File: src/rtl/prefetch_queue.sv
// Instruction prefetch queue: owns the byte-wide memory bus, streams code bytes
// into a circular buffer, and yields the bus to core data accesses.
module prefetch_queue #(
    parameter int DEPTH = 8,
    parameter int AW    = 3
) (
    input  logic          clock,
    input  logic          reset_n,
    input  logic          flush,
    input  logic [19:0]   flush_addr,
    input  logic          q_rd,
    output logic [7:0]    q_data,
    output logic          q_valid,
    output logic [AW:0]   q_count,
    output logic [19:0]   q_addr,
    input  logic          dmem_req,
    input  logic [19:0]   dmem_addr,
    input  logic          dmem_wren,
    input  logic [7:0]    dmem_out,
    output logic [7:0]    dmem_rdata,
    output logic [19:0]   mem_addr,
    output logic [7:0]    mem_wdata,
    output logic          mem_wren,
    input  logic [7:0]    mem_rdata
);

    localparam int CW = AW + 2;

    logic [AW-1:0] rd_ptr_q, rd_ptr_d;
    logic [AW-1:0] wr_ptr_q, wr_ptr_d;
    logic [AW:0]   count_q, count_d;
    logic          pending_q, pending_d;
    logic [19:0]   fetch_addr_q, fetch_addr_d;
    logic [19:0]   q_addr_q, q_addr_d;
    logic [7:0]    fifo_q [DEPTH];

    logic [CW-1:0] occupancy;
    logic          issue;
    logic          capture;
    logic          pop;

    // Occupancy counts the in-flight byte so the buffer can never overflow.
    assign occupancy = {1'b0, count_q} + CW'(pending_q);
    assign issue     = !flush && !dmem_req && (occupancy < CW'(DEPTH));
    assign capture   = pending_q && !flush;
    assign pop       = q_rd && q_valid && !flush;

    assign q_valid    = (count_q != '0);
    assign q_count    = count_q;
    assign q_addr     = q_addr_q;
    assign q_data     = fifo_q[rd_ptr_q];
    assign dmem_rdata = mem_rdata;

    always_comb begin
        mem_addr  = fetch_addr_q;
        mem_wdata = 8'h00;
        mem_wren  = 1'b0;
        if (dmem_req) begin
            mem_addr  = dmem_addr;
            mem_wdata = dmem_out;
            mem_wren  = dmem_wren;
        end
    end

    always_comb begin
        rd_ptr_d     = rd_ptr_q;
        wr_ptr_d     = wr_ptr_q;
        count_d      = count_q;
        pending_d    = issue;
        fetch_addr_d = fetch_addr_q;
        q_addr_d     = q_addr_q;
        if (flush) begin
            rd_ptr_d     = '0;
            wr_ptr_d     = '0;
            count_d      = '0;
            fetch_addr_d = flush_addr;
            q_addr_d     = flush_addr;
        end else begin
            if (issue)
                fetch_addr_d = fetch_addr_q + 20'd1;
            if (capture)
                wr_ptr_d = wr_ptr_q + AW'(1);
            if (pop) begin
                rd_ptr_d = rd_ptr_q + AW'(1);
                q_addr_d = q_addr_q + 20'd1;
            end
            case ({capture, pop})
                2'b10:   count_d = count_q + (AW+1)'(1);
                2'b01:   count_d = count_q - (AW+1)'(1);
                default: count_d = count_q;
            endcase
        end
    end

    always_ff @(posedge clock or negedge reset_n) begin
        if (!reset_n) begin
            rd_ptr_q     <= '0;
            wr_ptr_q     <= '0;
            count_q      <= '0;
            pending_q    <= 1'b0;
            fetch_addr_q <= 20'hFFFF0;
            q_addr_q     <= 20'hFFFF0;
        end else begin
            rd_ptr_q     <= rd_ptr_d;
            wr_ptr_q     <= wr_ptr_d;
            count_q      <= count_d;
            pending_q    <= pending_d;
            fetch_addr_q <= fetch_addr_d;
            q_addr_q     <= q_addr_d;
        end
    end

    // Data storage needs no reset; count gates every read of it.
    always_ff @(posedge clock) begin
        if (capture)
            fifo_q[wr_ptr_q] <= mem_rdata;
    end

endmodule
File: config.mk
export PLATFORM = sky130hd
export DESIGN_NAME = prefetch_queue
export DESIGN_NICKNAME = d
export VERILOG_FILES = /design/src/rtl/prefetch_queue.sv
export SDC_FILE = /design/constraint.sdc
export NUM_CORES = 1
export LEC_CHECK = 0
export BUFFER_PORTS_ARGS = -buffer_cell sky130_fd_sc_hd__buf_2
export CAP_MARGIN = 0
export CORE_MARGIN = 4
export CORE_UTILIZATION = 30
export DETAILED_ROUTE_END_ITERATION = 10
export GPL_ROUTABILITY_DRIVEN = 0
export GPL_TIMING_DRIVEN = 0
export HOLD_SLACK_MARGIN = 0.15
export PLACE_DENSITY_LB_ADDON = 0.15
export SLEW_MARGIN = 30
export SYNTH_ARGS = -nofsm -noshare
export SYNTH_HDL_FRONTEND = slang
export SYNTH_SLANG_ARGS = --single-unit
File: constraint.sdc
create_clock -name clock -period 2.3 [get_ports clock]
set_clock_uncertainty 0.05 [all_clocks]
set_input_delay 0.345 -clock clock [delete_from_list [all_inputs] [get_ports clock]]
set_output_delay 0.345 -clock clock [all_outputs]
set_load 0.01 [all_outputs]
## Yosys cells after proc, flatten, opt, wreduce, memory -nomap -nowiden

Memory sizes are Yosys's and may differ from the RTL's.
Cells that the tools add are included.
W data, S select, Z words.

| word-level totals | value |
|---|---|
| input bits | 62 |
| flip-flop bits (word level) | 51 |
| output and inout port bits | 70 |
| ROM bits | 0 |
| bits in latches | 0 |
| RAM bits | 64 |
| memories kept | 1 |
| logic and storage cells | 44 |

Memories:

| name | words | bits a word | read ports | clocked after memory_dff | wr ports | line | text |
|---|---|---|---|---|---|---|---|
| fifo_q | 8 | 8 | 1 | 0 | 1 | 35 | `logic [7:0] fifo_q [DEPTH];` |

| operators by class | value |
|---|---|
| magnitude comparators | 1 |
| add/sub/neg operators | 7 |
| div/mod/pow operators | 0 |
| mux-type cells | 15 |
| bitwise gates (word level) | 0 |
| shifts and indexed selects | 0 |
| multiply operators | 0 |
| reduce and logical (&&, ||, !) cells | 12 |
| eq/ne operators | 2 |

Operators by type and width:

| cell | count |
|---|---|
| $mux W20 | 5 |
| $add A20 B1 Y20 const B | 2 |
| $mux W3 | 4 |
| $mux W8 | 1 |
| $pmux W4 S2 | 1 |
| $add A3 B1 Y3 const B | 2 |
| $reduce_bool A2 Y1 | 3 |
| $add A4 B1 Y5 | 1 |
| $logic_and A1 B1 Y1 | 5 |
| $lt A5 B4 Y1 const B | 1 |
| $add A4 B1 Y4 const B | 1 |
| $mux W4 | 1 |
| $reduce_bool A4 Y1 | 1 |
| $sub A4 B1 Y4 const B | 1 |
| $mux W1 | 3 |
| $reduce_bool A3 Y1 | 1 |
| $eq A2 B1 Y1 const B | 1 |
| $eq A2 B2 Y1 const B | 1 |
| $logic_not A1 Y1 | 2 |

## Logic depth before layout (Yosys ltp)

Gate-level depths: netlist of the first run.

| depth | value |
|---|---|
| depth after elaboration | 6 |
| depth in mapped cells | 8 |
| mapped depth without buffers | 7 |

## Worst setup path after synthesis of the first run

OpenSTA, ideal clock, no wires.

| path | value |
|---|---|
| path type | reg2reg |
| start point | register count_q[0], in the netlist q_count[0] |
| end point | register count_q[3], in the netlist q_count[3] |
| cell stages (with the launch flop) | 9 |
| period minus slack after synthesis | 2.532 ns |
| required time | 2.125 ns |
| data arrival time | 2.357 ns |
| buffers on the path | 1 |
| library setup time | 0.125 ns |
| path slack | -0.232 ns |
| cells stage by stage | dfrtp_1 -> o41ai_1 -> buf_2 -> nor3_1 -> ha_1 -> a21o_1 -> a21oi_1 -> mux2i_1 -> mux2_2 |

| between the ends | value |
|---|---|
| word-level cells in the longest chain between the ends | 6 |
| elaborated cells on any way between the ends | 10 |
| those cells by class | add/sub (2); eq/ne (2); mux (2); reduce/logical (4) |

Ends and longest elaborated chain:

| item | line | text |
|---|---|---|
| from (decl) | 31 | `logic [AW:0] count_q, count_d;` |
| from (signal assigned) | 106 | `count_q <= count_d;` |
| $reduce_bool A4 Y1 | 48 | `assign q_valid = (count_q != '0);` |
| $logic_and A1 B1 Y1 (2 in series) | 46 | `assign pop = q_rd && q_valid && !flush;` |
| $eq A2 B1 Y1 or $eq A2 B2 Y1 (tied branches) | 87 | `case ({capture, pop})` |
| $pmux W4 S2 | 87 |  |
| $mux W4 | 72 | `if (flush) begin` |

Several ways; a longest one is shown, not always the timed one.
A chain may end at the register's enable or synchronous reset.

## Worst setup path after layout of the first run

| path | value |
|---|---|
| start point | register rd_ptr_q[0] |
| end point | output q_data[0] |

| between the ends | value |
|---|---|
| word-level cells in the longest chain between the ends | 1 |

Ends and longest elaborated chain:

| item | line | text |
|---|---|---|
| from (decl) | 29 | `logic [AW-1:0] rd_ptr_q, rd_ptr_d;` |
| from (signal assigned) | 104 | `rd_ptr_q <= rd_ptr_d;` |
| $mem_v2 Z8 W8 | -- |  |
| to (decl) | 12 | `output logic [7:0] q_data,` |

No other way between the ends.

==> results_dict.tcl, run 1 <==
set metrics [dict create \
    die_y_um 147 \
    multi_input_area_mm2 0.00240 \
    end_kind "output port" \
    cap_viol_max_count 0 \
    avgSynthCellArea_um2 12.7 \
    synth_warnings 0 \
    cts_tree "yes" \
    grt_util_met1_pct 18.4 \
    portBuffers 129 \
    synth_nets 523 \
    grtUsageTotal_pct 15.3 \
    synth.most_common_cell "edfxtp_1" \
    grt_setup_unrepaired "yes" \
    critPathMaxFanout 5 \
    grtUsageMet3_pct 4.50 \
    timing.slew.headroom_pct 37.9 \
    synth_area_leaders "edfxtp_1 (33%), dfstp_2 (15%), dfrtp_1 (8.2%)" \
    initial_core_util_pct 30.6 \
    ys_async_sr_fraction_pct 44.3 \
    p_per_area_mw_per_mm2 935 \
    pre_cts_slack_ns -0.517 \
    top_usage_layer "met2" \
    hp-class "in2reg" \
    antenna_left 0 \
    drtPass1Iterations 4 \
    crit_arrival_ns 1.97 \
    status "finished, violations left" \
    swShare_pct 28.7 \
    synth_cell_types 51 \
    grtUsageMet2_pct 25.7 \
    die_width_um 147 \
    startpoint_type "flop" \
    period_share_pct 103 \
    leakagePower_nw 3.02 \
    grt_first_pass_wirelength_um 25400 \
    dieArea_mm2 0.0215 \
    syn_area_mm2 0.00576 \
    routedWlPerCell_um 17.9 \
    grt_max_degree 52 \
    clk_latency_ns 0.41 \
    clock_power_share_pct 37.9 \
    slew_violations 0 \
    seqCellArea_mm2 0.00324 \
    synth_edf_count 64 \
    report.final.setup_viol 8 \
    num_antenna_cells 0 \
    clockBufferDepth 2 \
    coreArea_mm2 0.0188 \
    yosysTopAreaCellShare_pct 33.3 \
    nets 698 \
    hold_viol_final 0 \
    fillers 1830 \
    layout-drive-gt1-share_pct 46.9 \
    numClockSinks 115 \
    hpwl_um 11500 \
    min_period_ns 2.37 \
    synth_largest_area_cell "edfxtp_1" \
    area_growth_pct 34.8 \
    synth_commonest_cells "edfxtp_1 (64), mux2_2 (36), nor2_1 (34), dfstp_2 (32), nand2_1 (25)" \
    root_buffer "clkbuf_16" \
    ys_seq_elements 115 \
    internal_power_mw 5.18 \
    peakVddDrop_uv 532 \
    netlist_instances 454 \
    pwr-share-comb_pct 26.0 \
    total_power_mw 7.26 \
    antenna_found_initial 0 \
    fmax_mhz 422 \
    netSwitchingPower_mw 2.09 \
    rows 50 \
    grt_pass1_vias 4640 \
    worst-slew-pin-transition_ns 0.928 \
    num_vias 4412 \
    path_class "reg2out" \
    clk_pin_slew_worst_paths_ns 0.05 \
    overflow 0 \
    cp.required_ns 1.90 \
    route.detailed.drc 0 \
    synth-seq-area-share_pct 56.2 \
    ios 132 \
    cts-htree-levels 4 \
    power_frac_seq_pct 36.1 \
    synth_ff_type "edfxtp_1" \
    drtIter0Drc 202 \
    fin_ws_ns -0.0691 \
    wirelength_um 16200 \
    avgViaCountPerCell 4.89 \
    violations "negative setup slack" \
    cts_buffers 17 \
]
-- worst max-delay path, cell delays in order, from the launching register on --
cell and delay, ns:
dfrtp_1 0.38, buf_8 0.15, buf_12 0.13, mux4_2 0.49, mux2_4 0.29, buf_6 0.13
-- path summary, 6_finish.rpt --
| kind | startpoint | end | slack, ns | cells after the start |
|---|---|---|---|---|
| min in group asynchronous | reset_n | fetch_addr_q[1]$_DFFE_PN0P_ | 0.47 | 2 |
| min reg2reg | q_addr[17]$_DFFE_PN1P_ | q_addr[17]$_DFFE_PN1P_ | 0.48 | 2 |
| max reg2reg | q_count[3]$_DFFE_PN0P_ | q_count[3]$_DFFE_PN0P_ | 0.02 | 8 |
| max | rd_ptr_q[0]$_DFFE_PN0P_ | q_data[0] | -0.07 | 5 |
| min | flush_addr[10] | q_addr[10]$_DFFE_PN1P_ | 0.17 | 3 |
| max in group asynchronous | reset_n | q_count[0]$_DFFE_PN0P_ | 1.22 | 2 |
-- stage by stage --
| step | util (%) | std cells | instance area [um^2] | hold slack [ns] | TNS [ns] |
|---|---|---|---|---|---|
| floorplan | - | 454 | 5790 | -0.000591 | -0.0391 |
| global placement | 35.9 | 843 | 6760 | 0.469 | -29.41 |
| detailed placement | 36.1 | 846 | 6790 | 0.394 | -15.80 |
| CTS | 41.0 | 900 | 7730 | 0.150 | -0.621 |
| global route | 41.3 | 902 | 7770 | 0.171 | -1.10 |
| finish | 41.3 | 902 | 7770 | 0.169 | -0.414 |
-- area by class of cell --
type / instances / area share [%]
clock inverters: 14 / 2.40
well taps: 260 / 4.19
clock buffers: 18 / 5.52
flip-flops and latches: 115 / 41.7
multi-input cells: 298 / 31.0
plain buffers: 31 / 2.58
repair buffers: 156 / 12.1
inverters: 10 / 0.483
-- cell usage in the layout (no fill, tap or decap), types with 11 or more instances in the layout --
cell	n
dlygate4sd3_1	11
o21ai_0	12
buf_4	22
buf_2	127
edfxtp_1	64
nand3_1	12
nor2_1	30
and2_1	14
nand4_1	12
clkbuf_16	17
xnor2_1	16
mux4_2	16
dfstp_2	32
mux2_2	33
nand2_1	25
clkbuf_1	12
a31oi_1	12
dfrtp_1	15
-- per-layer routing --
| layer | wire, um | part of all wire (%) |
|---|---|---|
| met1 | 6870 | 42 |
| met2 | 8060 | 50 |
| met3 | 901 | 5.6 |
| met4 | 348 | 2.2 |
| met5 | 0 | 0 |
-- power groups by stage --
stage                     Sequential, mW  Combinational (mW)  Clock [mW]
after floorplan                     2.65                1.04           0
after global placement              2.67                1.59           0
after detailed placement            2.68                1.61           0
after global routing                2.65                2.08        2.88
final                               2.62                1.89        2.75
after CTS                           2.61                1.91        2.80
-- cells by family (layout without fill, tap and decap cells) --
kind of cell,Yosys count,in the layout,synth area share (%)
DFF,115,115,56.2
and+or+nand+nor,156,156,14.9
buffers and inverters,41,229,3.39
adders and majority gates,7,7,1.65
muxes,56,56,14.0
AOI/OAI and AO/OA,59,59,6.90
xor gates and xnor gates,20,20,3.04
-- sequential cells by signal, summed over array words and instances, names as in the netlist --
signal and flops:
wr_ptr_q 3, rd_ptr_q 3, pending_q 1, q_addr 20, fetch_addr_q 20, q_count 4
fifo_q 64
-- repair_timing --
action | in CTS | in global routing
buffers inserted | 10 | 2
setup endpoints to repair | 9 | 26
pin swaps | 2 | 2
hold buffers | 11 | 0
resized for setup | 27 | 3
gates cloned | 1 | 0
hold endpoints to repair | 35 | 0
No activity file was read; power rests on OpenSTA's default activity.
==> run 2: changes to the inputs <==
--- a/config.mk
+++ b/config.mk
@@ -5,7 +5,7 @@
 export SDC_FILE = /design/constraint.sdc
 export NUM_CORES = 1
 export LEC_CHECK = 0
-export BUFFER_PORTS_ARGS = -buffer_cell sky130_fd_sc_hd__buf_2
+export BUFFER_PORTS_ARGS = -buffer_cell sky130_fd_sc_hd__buf_4
 export CAP_MARGIN = 0
 export CORE_MARGIN = 4
 export CORE_UTILIZATION = 30
==> run 2 against run 1 <==
Compared with the run above: die area unchanged; global-route usage increased by 0.22 points; largest cell class unchanged; critical endpoint is now q_data[5]; non-clock buffer count grew 2; via count decreased by 0.63%; clock power up 1%; worst hold slack gained 0.010 ns; setup slack worse by 0.031 ns; the flow still finishes with violations (negative setup slack); sequential cell count is the same.
==> results_dict.tcl, run 2 (same netlist as run 1, synthesis figures left out) <==
set metrics [dict create \
    status "finished, violations left" \
    crit_arrival_ns 2.01 \
    route.detailed.drc 0 \
    leakagePower_nw 3.14 \
    peakVddDrop_uv 513 \
    num_antenna_cells 0 \
    cp.required_ns 1.90 \
    slew_violations 0 \
    hp-class "in2reg" \
    root_buffer "clkbuf_16" \
    grt_first_pass_wirelength_um 25900 \
    area_growth_pct 40.5 \
    overflow 0 \
    initial_core_util_pct 30.6 \
    r2r_start "q_count[3]$_DFFE_PN0P_" \
    cts_buffers 17 \
    avgViaCountPerCell 4.86 \
    violations "negative setup slack" \
    critPathMaxFanout 7 \
    wirelength_um 16300 \
    hold_viol_final 0 \
    die_width_um 147 \
    p_per_area_mw_per_mm2 912 \
    grt_max_degree 52 \
    path_class "reg2out" \
    antenna_found_initial 0 \
    report.final.setup_viol 8 \
    clk_latency_ns 0.41 \
    drtPass1Iterations 5 \
    end_kind "output port" \
    worst-slew-pin-transition_ns 0.924 \
    routedWlPerCell_um 18.1 \
    cts_tree "yes" \
    largest_reg_flops 64 \
    nets 700 \
    grt_pass1_vias 4648 \
    portBuffers 129 \
    min_period_ns 2.40 \
    rows 50 \
    fin_ws_ns -0.100 \
    grtUsageTotal_pct 15.5 \
    coreArea_mm2 0.0188 \
    crit_start "rd_ptr_q[0]$_DFFE_PN0P_" \
    place_area_mm2 0.00711 \
    ios 132 \
    timing.slew.headroom_pct 38.2 \
    hpwl_um 11700 \
    startpoint_type "flop" \
    period_share_pct 104 \
    numClockSinks 115 \
    layout-drive-gt1-share_pct 45.5 \
    pre_cts_slack_ns -0.534 \
    fmax_mhz 417 \
    hp-start "flush_addr[1]" \
    cap_viol_max_count 0 \
    antenna_left 0 \
    grt_setup_unrepaired "yes" \
    clk_pin_slew_worst_paths_ns 0.05 \
    drtIter0Drc 128 \
    final_common_cell "buf_4" \
    design_area_mm2 0.00810 \
    fillers 1787 \
    die_y_um 147 \
    final_cell_mix "buf_4 (140), edfxtp_1 (64), dfstp_2 (32)" \
    tns_ns -0.707 \
    num_vias 4384 \
    cts-htree-levels 4 \
    clockBufferDepth 2 \
    top_register "fifo_q" \
    dieArea_mm2 0.0215 \
]
run 2: cell types whose count changed in the layout (fill, tap and decap cells not counted), sizes merged:
cell,change
buf,-6
dlygate4sd3,+8
clkinv,-1
bufinv,+1
clkinvlp,-2
run 2: worst paths after layout:
| check | to | slack, ns | depth (start not counted) |
|---|---|---|---|
| setup / recovery | q_data[5] | -0.10 | 5 |
| hold / removal | fetch_addr_q[1]$_DFFE_PN0P_ | 0.18 | 3 |
| setup reg to reg | q_count[3]$_DFFE_PN0P_ | 0.01 | 8 |
| hold reg to reg | fetch_addr_q[11]$_DFFE_PN1P_ | 0.48 | 2 |
| max in group asynchronous | q_count[2]$_DFFE_PN0P_ | 1.23 | 2 |
| min in group asynchronous | fetch_addr_q[3]$_DFFE_PN0P_ | 0.48 | 2 |
run 2: critical path: stages (launching register included):
cell	delay, ns
dfrtp_1	0.39
buf_8	0.15
buf_12	0.14
mux4_2	0.50
mux2_4	0.29
buf_6	0.12
run 2: per-stage QoR:
stage | power [mW] | utilization, % | std cells | hold slack [ns]
CTS | 7.48 | 43.0 | 902 | 0.152
detailed placement | 4.43 | 37.8 | 846 | 0.394
global placement | 4.40 | 37.6 | 843 | 0.393
global route | 7.77 | 43.0 | 902 | 0.172
floorplan | 3.69 | - | 454 | -0.000591
finish | 7.39 | 43.0 | 902 | 0.179
run 2: where the power goes:
part | internal, mW | leakage [nW] | total, mW | switching, mW
clock network | 1.89 | 0.299 | 2.79 | 0.900
registers | 2.41 | 1.15 | 2.62 | 0.212
logic | 1.06 | 1.69 | 1.98 | 0.919
total | 5.36 | 3.14 | 7.39 | 2.03
run 2: routing by layer:
metal	track usage, %	share of wire, %
met1	19.3	42
met2	25.9	51
met3	4.50	5.3
met4	5.22	1.9
met5	0	0
run 2: area by class of cell:
| class | count | area, um^2 | share of cell area [%] |
|---|---|---|---|
| Tap cell | 260 | 325 | 4.02 |
| Clock buffer | 18 | 429 | 5.30 |
| Sequential cell | 115 | 3240 | 40.0 |
| Buffer | 31 | 200 | 2.47 |
| Inverter | 10 | 37.5 | 0.463 |
| Multi-Input combinational cell | 298 | 2400 | 29.6 |
| Timing Repair Buffer | 158 | 1280 | 15.8 |
| Clock inverter | 12 | 188 | 2.32 |
run 2: timing repair:
item,CTS,global route
endpoints found under the setup margin,17,26
gates cloned,1,0
setup buffers,6,0
pin swaps,1,0
gates resized for setup,26,3
hold endpoints to repair,100,0
hold buffers,19,0
==> run 3: changes to the inputs <==
--- a/config.mk
+++ b/config.mk
@@ -8,7 +8,7 @@
 export BUFFER_PORTS_ARGS = -buffer_cell sky130_fd_sc_hd__buf_4
 export CAP_MARGIN = 0
 export CORE_MARGIN = 4
-export CORE_UTILIZATION = 30
+export CORE_UTILIZATION = 25
 export DETAILED_ROUTE_END_ITERATION = 10
 export GPL_ROUTABILITY_DRIVEN = 0
 export GPL_TIMING_DRIVEN = 0
==> run 3 against run 2 <==
Compared with the run above: setup slack gained 0.033 ns; via count decreased by 1.2%; the run still ends with negative setup slack left; critical path type unchanged; critical endpoint is now q_data[7]; clock power shrank 11%.
==> results_dict.tcl, run 3 (same netlist as run 1, synthesis figures left out) <==
set metrics [dict create \
    status "finished, violations left" \
    violations "negative setup slack" \
    numClockSinks 115 \
    grt_pass1_vias 4635 \
    clockBufferDepth 2 \
    drtPass1Iterations 4 \
    final_cell_mix "buf_4 (140), edfxtp_1 (64), dfstp_2 (32)" \
    netSwitchingPower_mw 2.08 \
    cp.required_ns 1.90 \
    drtIter0Drc 201 \
    initial_core_util_pct 25.5 \
    layout-drive-gt1-share_pct 46.0 \
    dieArea_mm2 0.0256 \
    timing.slew.headroom_pct 37.6 \
    total_power_mw 7.14 \
    hold_viol_final 0 \
    grt_first_pass_wirelength_um 26800 \
    coreArea_mm2 0.0226 \
    rows 55 \
    tns_ns -0.478 \
    antenna_found_initial 0 \
    leakagePower_nw 3.12 \
    critPathMaxFanout 4 \
    clk_latency_ns 0.41 \
    slew_violations 0 \
    path_class "reg2out" \
    peakVddDrop_uv 396 \
    top_register "fifo_q" \
    fin_ws_ns -0.0670 \
    swShare_pct 29.1 \
    crit_arrival_ns 1.97 \
    grt_setup_unrepaired "yes" \
    startpoint_type "flop" \
    worst-slew-pin-transition_ns 0.933 \
    clk_pin_slew_worst_paths_ns 0.05 \
    reg2regPathDepth 8 \
    overflow 0 \
    clock_power_share_pct 34.6 \
    portBuffers 129 \
    power_frac_seq_pct 36.7 \
    die_y_um 160 \
    cts_tree "yes" \
    nets 702 \
    fmax_mhz 422 \
    num_vias 4332 \
    min_period_ns 2.37 \
    internal_power_mw 5.06 \
    route.detailed.drc 0 \
    die_width_um 160 \
    cap_viol_max_count 0 \
    min_path_cells 3 \
    final_common_cell "buf_4" \
    grt_max_degree 52 \
    cts_buffers 17 \
    antenna_left 0 \
    root_buffer "clkbuf_16" \
    hp-class "in2reg" \
    grtUsageTotal_pct 13.6 \
    area_growth_pct 40.4 \
    ios 132 \
    report.final.setup_viol 9 \
    end_kind "output port" \
    pwr-share-comb_pct 28.6 \
    num_antenna_cells 0 \
    avgViaCountPerCell 4.66 \
    routedWlPerCell_um 18.4 \
    p_per_area_mw_per_mm2 882 \
    cts-htree-levels 4 \
    hpwl_um 12300 \
    wirelength_um 17100 \
    largest_reg_flops 64 \
    period_share_pct 103 \
]
==> run 3: cell count changes in the layout (fill, tap and decap cells not counted), moves of 2 or more <==
| cell | delta |
|---|---|
| buf_6 | +2 |
| bufinv_16 | -3 |
| clkinv_1 | -2 |
| clkinv_2 | +2 |
| clkinvlp_4 | +2 |
==> run 3: area by class of cell <==
| cell class | count | area, um^2 |
|---|---|---|
| Inverter | 10 | 37.5 |
| Multi-Input combinational cell | 298 | 2420 |
| Tap cell | 285 | 357 |
| Timing Repair Buffer | 160 | 1290 |
| Clock buffer | 19 | 433 |
| Buffer | 31 | 200 |
| Fill cell | 2191 | 14500 |
| Clock inverter | 11 | 115 |
| Sequential cell | 115 | 3240 |
==> run 3: layer usage <==
metal	up-vias	GRT usage [%]	share of wire [%]
li1	2087	-	-
met4	0	3.79	1.1
met5	-	0	0
met1	2096	16.9	43
met2	134	23.0	50
met3	15	4.03	5.8
==> run 3: power groups by stage <==
stage	logic [mW]	clock network, mW	registers, mW
floorplan	1.04	0	2.65
global placement	1.74	0	2.68
detailed placement	1.77	0	2.69
CTS	2.04	2.53	2.61
global route	2.25	2.63	2.66
finish	2.04	2.47	2.62
==> run 3: per-stage QoR <==
stage / instance area (um^2) / setup WS, ns / cells / utilization [%] / hold slack (ns)
final: 8090 / -0.0670 / 929 / 35.7 / 0.169
after CTS: 8040 / -0.112 / 929 / 35.5 / 0.153
after global placement: 7120 / -1.16 / 868 / 31.4 / 0.396
after detailed placement: 7150 / -0.625 / 872 / 31.6 / 0.398
after global routing: 8090 / -0.144 / 929 / 35.7 / 0.176
after floorplan: 5790 / -0.0391 / 454 / - / -0.000591
==> run 3: critical path, stage by stage (launching register included) <==
cell     delay, ns
dfrtp_1       0.37
buf_8         0.15
buf_6         0.13
mux4_2        0.50
mux2_4        0.30
buf_6         0.12
==> run 3: path summary, 6_finish.rpt <==
check | start | endpoint | slack, ns
min in group asynchronous | reset_n | fetch_addr_q[2]$_DFFE_PN0P_ | 0.48
worst min-delay path | flush_addr[9] | q_addr[9]$_DFFE_PN1P_ | 0.17
worst max-delay path | rd_ptr_q[0]$_DFFE_PN0P_ | q_data[7] | -0.07
max in group asynchronous | reset_n | q_count[3]$_DFFE_PN0P_ | 1.23
worst min register to register | fetch_addr_q[18]$_DFFE_PN1P_ | fetch_addr_q[18]$_DFFE_PN1P_ | 0.49
worst max register to register | q_count[0]$_DFFE_PN0P_ | q_count[3]$_DFFE_PN0P_ | -0.02
==> run 3: repair_timing <==
| item | 4_1_cts | 5_1_grt |
|---|---|---|
| resized for setup | 25 | 10 |
| hold endpoints to repair | 98 | 0 |
| setup endpoints to repair | 41 | 9 |
| hold buffers | 18 | 0 |
| setup buffers | 8 | 0 |
| pin swaps | 3 | 0 |
| gates cloned | 1 | 0 |
